$ cat src/rtl/matmul_addr_pkg.sv
// Shared widths, types and the row-major address helper for the
// matmul address generator. No ports; imported by the RTL files.
package matmul_addr_pkg;

    localparam int DIM_W_DEF  = 8;
    localparam int ADDR_W_DEF = 16;

    typedef logic [DIM_W_DEF-1:0]  dim_t;
    typedef logic [ADDR_W_DEF-1:0] addr_t;

    // row*stride + col at the default widths, wrapping modulo 2^ADDR_W
    function automatic addr_t row_major_addr(
        input dim_t row,
        input dim_t stride,
        input dim_t col
    );
        logic [2*DIM_W_DEF-1:0] prod;
        prod = {{DIM_W_DEF{1'b0}}, row} * {{DIM_W_DEF{1'b0}}, stride};
        return addr_t'(prod) + addr_t'(col);
    endfunction

endpackage

$ cat src/rtl/matmul_address_module_addr_calc.sv
// Combinational row-major address: addr = row*stride + col.
// Ports: row, stride, col (DIM_W) in; addr (ADDR_W) out, truncated.
module addr_calc
    import matmul_addr_pkg::*;
#(
    parameter int DIM_W  = DIM_W_DEF,
    parameter int ADDR_W = ADDR_W_DEF
) (
    input  logic [DIM_W-1:0]  row,
    input  logic [DIM_W-1:0]  stride,
    input  logic [DIM_W-1:0]  col,
    output logic [ADDR_W-1:0] addr
);

    logic [2*DIM_W-1:0] prod;
    logic [ADDR_W-1:0]  prod_ext;
    logic [ADDR_W-1:0]  col_ext;

    // full-width product, then zero-extend both terms before summing
    assign prod     = {{DIM_W{1'b0}}, row} * {{DIM_W{1'b0}}, stride};
    assign prod_ext = ADDR_W'(prod);
    assign col_ext  = ADDR_W'(col);
    assign addr     = prod_ext + col_ext;

endmodule

$ cat src/rtl/matmul_address_module.sv
// Registered A/B/D address generator for D[i][k] += A[i][j]*B[j][k].
// Ports: clk, rst (sync, active-high), IN_VALID, CI/CJ/CK dims,
// SI/SJ/SK indices in; OUT_VALID, AA, AB, AD out; RANGE_ERR out
// only when ADDR_RANGE_CHECK_EN is defined. Latency is one cycle.
module matmul_address_module
    import matmul_addr_pkg::*;
#(
    parameter int DIM_W  = DIM_W_DEF,
    parameter int ADDR_W = ADDR_W_DEF
) (
    input  logic              clk,
    input  logic              rst,
    input  logic              IN_VALID,
    input  logic [DIM_W-1:0]  CI,
    input  logic [DIM_W-1:0]  CJ,
    input  logic [DIM_W-1:0]  CK,
    input  logic [DIM_W-1:0]  SI,
    input  logic [DIM_W-1:0]  SJ,
    input  logic [DIM_W-1:0]  SK,
    output logic              OUT_VALID,
    output logic [ADDR_W-1:0] AA,
    output logic [ADDR_W-1:0] AB,
`ifdef ADDR_RANGE_CHECK_EN
    output logic [ADDR_W-1:0] AD,
    output logic              RANGE_ERR
`else
    output logic [ADDR_W-1:0] AD
`endif
);

    logic [ADDR_W-1:0] aa_next;
    logic [ADDR_W-1:0] ab_next;
    logic [ADDR_W-1:0] ad_next;

    addr_calc #(.DIM_W(DIM_W), .ADDR_W(ADDR_W)) u_calc_a (
        .row    (SI),
        .stride (CJ),
        .col    (SJ),
        .addr   (aa_next)
    );

    addr_calc #(.DIM_W(DIM_W), .ADDR_W(ADDR_W)) u_calc_b (
        .row    (SJ),
        .stride (CK),
        .col    (SK),
        .addr   (ab_next)
    );

    addr_calc #(.DIM_W(DIM_W), .ADDR_W(ADDR_W)) u_calc_d (
        .row    (SI),
        .stride (CK),
        .col    (SK),
        .addr   (ad_next)
    );

    always_ff @(posedge clk) begin
        if (rst) begin
            OUT_VALID <= 1'b0;
        end else begin
            OUT_VALID <= IN_VALID;
        end
    end

    // addresses hold their last value while IN_VALID is low
    always_ff @(posedge clk) begin
        if (rst) begin
            AA <= '0;
            AB <= '0;
            AD <= '0;
        end else if (IN_VALID) begin
            AA <= aa_next;
            AB <= ab_next;
            AD <= ad_next;
        end
    end

`ifdef ADDR_RANGE_CHECK_EN
    logic range_bad;

    assign range_bad = (SI >= CI) || (SJ >= CJ) || (SK >= CK);

    always_ff @(posedge clk) begin
        if (rst) begin
            RANGE_ERR <= 1'b0;
        end else if (IN_VALID) begin
            RANGE_ERR <= range_bad;
        end
    end
`else
    // CI only feeds the range check, which is absent in this build
    logic ci_unused;
    assign ci_unused = ^CI;
`endif

endmodule

$ cat config.mk
export PLATFORM = sky130hd
export DESIGN_NAME = matmul_address_module
export DESIGN_NICKNAME = d
export VERILOG_FILES = /design/src/rtl/matmul_addr_pkg.sv /design/src/rtl/matmul_address_module_addr_calc.sv /design/src/rtl/matmul_address_module.sv
export SDC_FILE = /design/constraint.sdc
export NUM_CORES = 1
export LEC_CHECK = 0
export BUFFER_PORTS_ARGS = -buffer_cell sky130_fd_sc_hd__buf_2
export CORE_MARGIN = 2
export CORE_UTILIZATION = 43
export DETAILED_ROUTE_END_ITERATION = 8
export GPL_ROUTABILITY_DRIVEN = 1
export SLEW_MARGIN = 20
export SYNTH_ARGS = -nofsm -noshare
export SYNTH_HDL_FRONTEND = slang
export SYNTH_HIERARCHICAL = 1
export SYNTH_SLANG_ARGS = --single-unit
$ cat constraint.sdc
create_clock -name clk -period 5.4 [get_ports clk]
set_clock_uncertainty 0.15 [all_clocks]
set_input_delay 1.62 -clock clk [delete_from_list [all_inputs] [get_ports clk]]
set_output_delay 1.62 -clock clk [all_outputs]
set_load 0.02 [all_outputs]
==> Yosys cells after proc, flatten, opt, wreduce, memory -nomap -nowiden <==
Cells that the tools add are included.
{ "classes": {"add_sub_neg": 3, "n_mul": 3, "n_div": 0, "n_lt_le_gt_ge": 0, "n_eq_ne": 0, "n_shift": 0, "mux": 0, "bitwise": 0, "n_reduce_logical": 0} }
{ "ops": {"columns": ["operator", "n"], "rows": [
  ["adder 16 x 8 -> 16 bit", 3],
  ["multiplier 8 x 8 -> 16 bit", 3]
]} }
{ "totals": {"register_bits": 49, "latch_bits": 0, "mem_bits_rw": 0, "mem_bits_ro": 0, "inputBits": 51, "n_memories": 0} }

==> Depth between registers and ports, before layout <==
Gate-level depths: netlist of run 1.
{ "logic_depth": {"ltp_word": 2, "ltp_mapped": 17} }

==> Modules after synthesis <==
The synthesis of run 1 kept the hierarchy.
{ "by_module_without_submodules": {"columns": ["module", "n_inst", "cells_per_inst", "area_per_inst_um2", "seq_area_each_um2"], "rows": [
  ["addr_calc (u_calc_a ...)", 2, 285, 2348.5, 0.0],
  ["addr_calc (u_calc_d)", 1, 282, 2383.5, 0.0],
  ["matmul_address_module", 1, 157, 1737.9, 980.9]
]} }

==> Least setup slack after synthesis of run 1 <==
Ideal clock, no wire load.
{ "synth_path": {"path_type": "input -> register", "from": "in SI[5]", "to": "reg AD[12]", "setup_ns": 0.065, "arrival_ns": 5.319, "setup_slack_ns": -0.134, "cell_stages": 14, "n_path_buf": 0, "path_cell_list": "and2_1 -> fa_1 -> inv_1 -> fa_1 -> fa_1 -> fa_1 -> inv_1 -> ha_1 -> and4_1 -> a21o_1 -> or4_1 -> o311ai_1 -> mux2i_1 -> nor2_1"} }
{ "synth_via": {"elab_chain_cells": 2} }
{ "synth_rtl": {"columns": ["element", "line_no", "rtl"], "rows": [
  ["from (decl)", "matmul_address_module.sv:17", "input logic [DIM_W-1:0] SI,"],
  ["multiplier 8 x 8 -> 16 bit", "matmul_address_module_addr_calc.sv:20", "assign prod = {{DIM_W{1'b0}}, row} * {{DIM_W{1'b0}}, stride};"],
  ["adder 16 x 8 -> 16 bit", "matmul_address_module_addr_calc.sv:23", "assign addr = prod_ext + col_ext;"],
  ["named net ad_next[12]", "matmul_address_module.sv:33", "logic [ADDR_W-1:0] ad_next;"],
  ["to (signal assigned)", "matmul_address_module.sv:73", "AD <= ad_next;"],
  ["to (decl)", "matmul_address_module.sv:27", "output logic [ADDR_W-1:0] AD"]
]} }
The timed path passes the listed nets, and every way through them passes these cells.
A chain may end at the register's enable or synchronous reset.

==> Worst setup path in the final report of run 1 <==
{ "layout_path": {"from": "in SI[3]", "to": "reg AD[15]"} }
The elaborated chain is that of the path after synthesis.

==> results.yml, run 1 <==
timing:
  fin_hold_ws_ns: 0.335
  rsz0062_at_grt: "yes"
  fin_crit_sh: 1.01
  max_freq_mhz: 182
  finalSetupViolCount: 5
  hold_viol: 0
  tightest_slew_ns: 0.966
  relSlewSlack: 0.356
  slew_viol_final: 0
  finalCriticalPeriod_ns: 5.48
  final.setup.worst_slack_ns: -0.0810
die:
  die_area_mm2: 0.0217
  fp.dieH_um: 147
  initial_core_util: 0.437
  num_rows: 52
  boundaryPins: 100
  die_x_um: 147
  fp.coreArea_mm2: 0.0202
clocking:
  clk_pin_slew_worst_paths_ns: 0.06
  h-tree-depth: 2
  cts_buffers: 5
  clkSinkCount: 49
  cts_tree: "built"
  clkLatencyLatePin_ns: 0.30
  hold_buffers: 0
  cts_root_buf: "clkbuf_16"
  clk_path_buf_depth: 2
setup_path:
  crit_top_cell: "fa_1"
  timing.rr.start: "AD[14]$_SDFFE_PP0P_"
  cp-end-kind: "flop"
  critical_path_class: "in2reg"
  cpMaxStageDelayCell: "fa_1"
  worst_setup_path_start_kind: "primary input"
  crit_required_ns: 5.48
  crit_path_max_incr_delay_ns: 0.53
  crit_path_cell_trace: "buf_12 -> buf_12 -> and2_4 -> fa_1 -> inv_1 -> fa_1 -> fa_1 -> fa_1 -> inv_2 -> ha_4 -> and3_2 -> a221oi_2 -> buf_4 -> o311a_1 -> nor3_2 -> mux2i_1 -> nor2_1"
  cp_data_arrival_time_ns: 5.56
  worstPathMaxFanout: 5
  startpoint: "SI[3]"
drt:
  drt_wl_total_mm: 20.0
  first_pass_iters: 4
  via_per_inst: 4.78
  wl_per_cell_um: 13.3
  vias: 7182
  drc: 0
  ant_nets: 0
  drt_first_iter_violations: 268
logic_synthesis:
  synth_seq_cells: 49
  synth-edff-count: 0
  seq_area_frac_synth: 0.111
  async_flop_share: 0
  synth_cells: 1009
  synth_cell_types: 54
  synth_area_mm2: 0.00882
  syn_area_per_cell_um2: 8.74
  synth_ff_type: "dfxtp_1"
  syn-num-nets: 1300
  yosysWarnings: 6
grt:
  grt_use_total: 0.194
  antenna_found_initial: 0
  grt_pass1_vias: 7377
  grt_pass1_wl_mm: 34.4
  grt_max_degree: 50
  overflow: 0
placed_design:
  place_congestion: 0.810
  portBuffers: 91
  dp_cells: 1477
  hpwlAfterDp_mm: 16.3
min_path:
  hold_path.startpoint: "AD[7]$_SDFFE_PP0P_"
  hold_class: "reg2reg"
status:
  status: "complete, but fails checks"
  violations: "setup timing"
cells_and_area:
  areaGrowthSynthToFinish_pct: 30.0
  antenna_cells: 0
  final_net_count: 1526
  drive_gt1_frac: 0.276
  stdcell_count: 1504
flow_run:
  drv_cap: 0
power:
  ir_worst_vdd_mv: 0.352
  powerDensity_mw_per_mm2: 435
  p_leak_nw: 6.19
-- cells in the final DEF, fill, tap and decap left out, drive strengths merged, types with 9 or more instances in the layout --
master,netlist,layout
dfxtp,49,49
nor3,15,15
nand2,109,109
buf,11,232
xor2,11,11
a211oi,10,10
mux2i,48,48
ha,108,108
xnor2,9,9
inv,209,209
and2,105,105
a21oi,23,23
fa,132,132
a21o,14,14
o21ai,19,19
nor2,74,74
-- repair_timing --
item / 4_1_cts / 5_1_grt
setup buffers: 7 / 16
pin swaps: 38 / 88
endpoints found under the setup margin: 21 / 21
gates resized for setup: 60 / 126
-- synthesized netlist by cell type, types with 13 or more instances --
cell type  number  area share
inv_1         209       0.089
fa_1          132        0.30
nand2_1       109       0.046
ha_1          108        0.15
and2_1        105       0.074
nor2_1         74       0.031
dfxtp_1        49        0.11
mux2i_1        48       0.054
a21oi_1        21       0.012
o21ai_0        17      0.0096
nor3_1         15      0.0085
a21o_1         13       0.011
-- cell families after synthesis --
kind of cell             share of synthesized area
AO/OA/AOI/OAI                               0.0739
XOR/XNOR                                    0.0199
adder cells (fa/ha/maj)                      0.453
buffers and inverters                        0.102
flip-flops                                   0.111
multiplexers                                0.0570
AND/OR/NAND/NOR                              0.183
-- power breakdown --
part           leakage [nW]  switching [W]  internal (W)
sequential            0.404      0.0000408      0.000464
clock                0.0655       0.000142      0.000166
combinational          5.72        0.00207       0.00210
total                  6.19        0.00225       0.00273
-- per-stage QoR --
step                power [W]  area [µm²]   util  setup WS, ns  TNS (ns)
finish                0.00498       11500  0.568       -0.0810    -0.245
global route          0.00553       11500  0.568        -0.218     -1.77
CTS                   0.00455       10900  0.540       -0.0808    -0.258
detailed placement    0.00401       10500  0.520        -0.592     -9.96
global placement      0.00397       10500  0.520        -0.582     -9.48
floorplan             0.00284        8860      -      -0.00269  -0.00269
-- flip-flops by register name, summed over array words and instances, names as in the netlist --
name / count
AB: 16
AD: 16
OUT_VALID: 1
AA: 16
-- critical path, delay by kind of cell --
| kind | cells | cell delay, ns |
|---|---|---|
| mux | 1 | 0.09 |
| buf+inv | 5 | 0.49 |
| simple gates | 4 | 0.68 |
| fa+ha+maj | 5 | 2.32 |
| compound gates | 2 | 0.36 |
-- per-layer routing --
layer | vias to the layer above | GRT usage | part of all wire
li1 | 3600 | - | -
met1 | 3470 | 0.259 | 0.47
met2 | 94 | 0.343 | 0.49
met3 | 18 | 0.0196 | 0.021
met4 | 0 | 0.0389 | 0.013
met5 | - | 0 | 0
-- final timing paths --
check | slack (ns) | to | depth (start not counted)
worst max-delay path | -0.08 | AD[15]$_SDFFE_PP0P_ | 17
worst min-delay path | 0.34 | AD[7]$_SDFFE_PP0P_ | 2
worst max register to register | 4.60 | AD[14]$_SDFFE_PP0P_ | 2
worst min register to register | 0.34 | AD[7]$_SDFFE_PP0P_ | 2
-- final cells by class --
cell class | instances | area (µm²)
clock buffers | 5 | 125
clock inverters | 1 | 5.00
fillers | 1913 | 8710
inverters | 209 | 785
multi-input cells | 735 | 7410
flip-flops and latches | 49 | 981
well taps | 270 | 338
repair buffers | 235 | 1820
Note: power is estimated with default switching activity, not from simulation.
==> run 2, diff against run 1 <==
--- a/config.mk
+++ b/config.mk
@@ -8,8 +8,10 @@
 export BUFFER_PORTS_ARGS = -buffer_cell sky130_fd_sc_hd__buf_2
 export CORE_MARGIN = 2
 export CORE_UTILIZATION = 43
+export CTS_CLUSTER_SIZE = 16
 export DETAILED_ROUTE_END_ITERATION = 8
 export GPL_ROUTABILITY_DRIVEN = 1
+export GPL_TIMING_DRIVEN = 0
 export SLEW_MARGIN = 20
 export SYNTH_ARGS = -nofsm -noshare
 export SYNTH_HDL_FRONTEND = slang
==> run 2 against run 1 <==
- the run still ends with setup timing left
- register-to-register slack better by 0.04 ns
- worst hold slack gained 0.0051 ns
- clock-buffer cell count increased by 2
- non-clock buffer count down 116
- design area is 9.6% lower
- final cell count decreased by 7.6%
- global-route usage is 0.28 points lower
- critical path depth up 1
- wire length shrank 1.0%
- largest power group unchanged
==> results.yml, run 2 (synthesis gave the netlist of run 1 again) <==
status:
  status: "complete, but fails checks"
  violations: "setup timing"
placed_design:
  dp_cells: 1368
  place_congestion: 0.817
  hpwlAfterDp_mm: 15.4
  portBuffers: 89
cells_and_area:
  final_util: 0.514
  antenna_cells: 0
  final_cell_mix: "204 x inv_1, 129 x fa_1, 106 x nand2_1"
  stdcell_count: 1389
  nFillCells: 1964
  areaGrowthSynthToFinish_pct: 17.6
  reg_top3: "AA x16, AB x16, AD x16"
  final_net_count: 1410
  drive_gt1_frac: 0.168
  final_common_cell: "inv_1"
clocking:
  clkLatencyLatePin_ns: 0.30
  cts_root_buf: "clkbuf_16"
  clkSinkCount: 49
  cts_buffers: 5
  clk_pin_slew_worst_paths_ns: 0.07
  cts_tree: "built"
  clk_path_buf_depth: 2
  h-tree-depth: 2
setup_path:
  timing.rr.start: "AB[2]$_SDFFE_PP0P_"
  cp_data_arrival_time_ns: 5.42
  startpoint: "CK[0]"
  crit_required_ns: 5.42
  cp-end-kind: "flop"
  worst_setup_path_start_kind: "primary input"
  worstPathMaxFanout: 8
  critical_path_class: "in2reg"
grt:
  grt_max_degree: 17
  antenna_found_initial: 0
  grt_pass1_wl_mm: 33.6
  grt_use_total: 0.191
  grt_pass1_vias: 6931
  overflow: 0
timing:
  slew_viol_final: 0
  relSlewSlack: 0.549
  hold_viol: 0
  final.setup.worst_slack_ns: -0.00478
  finalSetupViolCount: 1
  finalCriticalPeriod_ns: 5.40
  fin_hold_ws_ns: 0.340
  rsz0062_at_grt: "yes"
  max_freq_mhz: 185
  tightest_slew_ns: 0.676
  fin_crit_sh: 1.00
die:
  die_area_mm2: 0.0217
  num_rows: 52
  boundaryPins: 100
  fp.coreArea_mm2: 0.0202
  fp.dieH_um: 147
  die_x_um: 147
  initial_core_util: 0.437
min_path:
  hold_path.startpoint: "AB[0]$_SDFFE_PP0P_"
  hold_class: "reg2reg"
flow_run:
  drv_cap: 0
power:
  p_leak_nw: 5.58
  ir_worst_vdd_mv: 0.277
  powerDensity_mw_per_mm2: 416
drt:
  drt_first_iter_violations: 314
  vias: 6884
  via_per_inst: 4.96
  ant_nets: 0
  drc: 0
  wl_per_cell_um: 14.3
  first_pass_iters: 9
  drt_wl_total_mm: 19.8
==> run 2: area by class of cell <==
cell class,instances,area [µm²],share of cell area
timing repair buffer,104,742,0.0716
tap,270,338,0.0326
inverter,209,785,0.0757
multi-input combinational,735,7270,0.701
buffer,15,110,0.0106
clock buffer,7,143,0.0138
sequential,49,981,0.0946
==> run 2: final timing paths <==
path	endpoint	cells past startpoint	slack (ns)
worst min-delay path	AB[0]$_SDFFE_PP0P_	2	0.34
worst max-delay path	AB[14]$_SDFFE_PP0P_	18	-0.005
worst min register to register	AB[0]$_SDFFE_PP0P_	2	0.34
worst max register to register	AB[2]$_SDFFE_PP0P_	2	4.64
==> run 2: timing repair <==
action	in CTS	in global routing
hold endpoints to repair	0	0
endpoints found under the setup margin	20	17
hold buffers	0	0
setup buffers	3	12
pin swaps	12	55
gates resized for setup	61	68
==> run 2: per-stage QoR <==
| stage | area [µm²] | TNS, ns | worst slack, ns | total power [W] |
|---|---|---|---|---|
| floorplan | 8860 | -0.00269 | -0.00269 | 0.00284 |
| global placement | 9640 | -10.22 | -0.730 | 0.00342 |
| detailed placement | 9640 | -10.98 | -0.744 | 0.00346 |
| CTS | 10000 | -0.0660 | -0.0430 | 0.00404 |
| global route | 10400 | -0.771 | -0.121 | 0.00479 |
| finish | 10400 | -0.00478 | -0.00478 | 0.00431 |
==> run 2: critical path, cell delays in order <==
cell	delay (ns)
buf_12	0.10
buf_8	0.12
nand2_4	0.04
fa_1	0.47
inv_1	0.05
fa_1	0.51
inv_2	0.04
fa_1	0.45
fa_1	0.53
inv_2	0.05
ha_4	0.25
a21o_1	0.19
a21oi_4	0.16
a21boi_2	0.10
o41ai_2	0.42
xnor2_1	0.12
mux2i_1	0.15
nor2_1	0.05
==> run 2: power by group <==
part	switching (W)	internal (W)	leakage [nW]
clock network	0.000155	0.000183	0.0700
registers	0.0000411	0.000463	0.404
logic	0.00189	0.00157	5.10
==> run 2: layer usage <==
layer / up-vias / wire [µm] / part of all wire / global-route usage
met5: - / 0 / 0 / 0
met4: 0 / 274 / 0.014 / 0.0394
met3: 10 / 501 / 0.025 / 0.0196
met2: 85 / 9710 / 0.49 / 0.332
met1: 3412 / 9350 / 0.47 / 0.259
li1: 3377 / - / - / -
==> run 3, diff against run 2 <==
--- a/config.mk
+++ b/config.mk
@@ -12,6 +12,7 @@
 export DETAILED_ROUTE_END_ITERATION = 8
 export GPL_ROUTABILITY_DRIVEN = 1
 export GPL_TIMING_DRIVEN = 0
+export SETUP_SLACK_MARGIN = 0.02
 export SLEW_MARGIN = 20
 export SYNTH_ARGS = -nofsm -noshare
 export SYNTH_HDL_FRONTEND = slang
==> constraint.sdc (replaced) <==
create_clock -name clk -period 4.8 [get_ports clk]
set_clock_uncertainty 0.15 [all_clocks]
set_input_delay 1.44 -clock clk [delete_from_list [all_inputs] [get_ports clk]]
set_output_delay 1.44 -clock clk [all_outputs]
set_load 0.02 [all_outputs]
==> run 3 against run 2 <==
- the flow still finishes with violations (setup timing)
- utilization grew 5.2 points
- clock power grew 28%
- combinational power grew 37%
- critical endpoint is now AD[12]$_SDFFE_PP0P_
- highest routed layer unchanged
==> results.yml, run 3 (synthesis gave the netlist of run 1 again) <==
status:
  status: "complete, but fails checks"
  violations: "setup timing"
timing:
  fin_setup_tns_ns: -4.21
  slew_viol_final: 0
  finalCriticalPeriod_ns: 5.09
  fin_crit_sh: 1.06
  max_freq_mhz: 197
  tightest_slew_ns: 0.627
  rsz0062_at_grt: "yes"
  final.setup.worst_slack_ns: -0.287
  relSlewSlack: 0.582
  finalSetupViolCount: 23
  hold_viol: 0
cells_and_area:
  nFillCells: 1897
  areaGrowthSynthToFinish_pct: 29.5
  multi_input_area_mm2: 0.00758
  final_cell_mix: "182 x inv_1, 124 x fa_1, 100 x nand2_1"
  reg_top3: "AA x16, AB x16, AD x16"
  ff_latch_area_um2: 981
  final_net_count: 1460
  stdcell_area_mm2: 0.0114
  final_common_cell: "inv_1"
  antenna_cells: 0
  drive_gt1_frac: 0.268
  final_util: 0.566
drt:
  drt_first_iter_violations: 227
  ant_nets: 0
  drt_wl_total_mm: 21.4
  vias: 7073
  first_pass_iters: 4
  wl_per_cell_um: 14.9
  via_per_inst: 4.91
  drc: 0
setup_path:
  cpMaxStageDelayCell: "or4_4"
  crit_top_cell: "fa_1"
  cp_num_buf_inv: 3
  critical_path_class: "in2reg"
  worst_setup_path_start_kind: "primary input"
  crit_path_cell_trace: "buf_12 -> and2_4 -> fa_1 -> inv_2 -> fa_1 -> fa_2 -> fa_1 -> inv_2 -> ha_4 -> a21oi_4 -> a21boi_4 -> or4_4 -> o311ai_4 -> mux2i_1 -> nor2_1"
  cp-end-kind: "flop"
  crit_path_max_incr_delay_ns: 0.55
  cp_top_family: "adder cells"
  worstPathMaxFanout: 6
  crit_required_ns: 4.90
  cp_data_arrival_time_ns: 5.18
power:
  power_w: 0.00575
  powerDensity_mw_per_mm2: 503
  ir_worst_vdd_mv: 0.271
  p_leak_nw: 6.00
die:
  fp.coreArea_mm2: 0.0202
  initial_core_util: 0.437
  boundaryPins: 100
  fp.dieH_um: 147
  die_area_mm2: 0.0217
  num_rows: 52
  die_x_um: 147
grt:
  grt_pass1_wl_mm: 34.3
  antenna_found_initial: 0
  grt_use_total: 0.194
  overflow: 0
  grt_pass1_vias: 7249
  grt_max_degree: 17
clocking:
  cts_root_buf: "clkbuf_16"
  clk_pin_slew_worst_paths_ns: 0.07
  clkLatencyLatePin_ns: 0.30
  h-tree-depth: 2
  clkSinkCount: 49
  clk_path_buf_depth: 2
  cts_buffers: 5
  cts_tree: "built"
min_path:
  hold_class: "reg2reg"
placed_design:
  place_ws_ns: -0.983
  portBuffers: 89
  dpl_cell_area_mm2: 0.00987
  hpwlAfterDp_mm: 15.4
  place_congestion: 0.804
flow_run:
  drv_cap: 0
-- run 3: final cells by class --
| cell class | instances | area share |
|---|---|---|
| Timing Repair Buffer | 153 | 0.125 |
| Sequential cell | 49 | 0.0859 |
| Buffer | 16 | 0.0108 |
| Multi-Input combinational cell | 735 | 0.664 |
| Inverter | 209 | 0.0694 |
| Clock buffer | 7 | 0.0125 |
| Tap cell | 270 | 0.0296 |
| Clock inverter | 1 | 0.00263 |
-- run 3: final timing paths --
path,cells past startpoint,from,end,slack (ns)
setup / recovery,15,CK[2],AD[12]$_SDFFE_PP0P_,-0.29
hold reg to reg,2,AB[4]$_SDFFE_PP0P_,AB[4]$_SDFFE_PP0P_,0.34
hold / removal,2,AB[4]$_SDFFE_PP0P_,AB[4]$_SDFFE_PP0P_,0.34
setup reg to reg,2,AD[4]$_SDFFE_PP0P_,AD[4]$_SDFFE_PP0P_,4.02
-- run 3: power breakdown --
part	switching, W	internal (W)	leakage, nW
logic	0.00244	0.00231	5.51
clock network	0.000172	0.000261	0.0841
registers	0.0000468	0.000521	0.404
-- run 3: what timing repair did --
action                                  4_1_cts  5_1_grt
gates resized for setup                     142       78
setup buffers                                40       17
pin swaps                                    64       67
endpoints found under the setup margin       27       26
cloned                                        2        5
hold buffers                                  0        0
-- run 3: layer usage --
| metal | up-vias | wire, µm | track usage |
|---|---|---|---|
| li1 | 3474 | - | - |
| met1 | 3498 | 9820 | 0.257 |
| met2 | 84 | 10700 | 0.339 |
| met3 | 17 | 522 | 0.0193 |
| met4 | 0 | 378 | 0.0572 |
| met5 | - | 0 | 0 |
-- run 3: per-stage QoR --
stage | instances | hold WS, ns
after detailed placement | 1368 | 0.324
after CTS | 1418 | 0.342
after global placement | 1368 | 0.317
after floorplan | 1009 | 0.433
after global routing | 1440 | 0.362
final | 1440 | 0.340
-- run 3: worst reg2reg max path, delay by kind of cell, from the launching register on --
family | cells | cell delay [ns]
flip-flops | 1 | 0.31
multiplexers | 1 | 0.14
AND/OR/NAND/NOR | 1 | 0.06
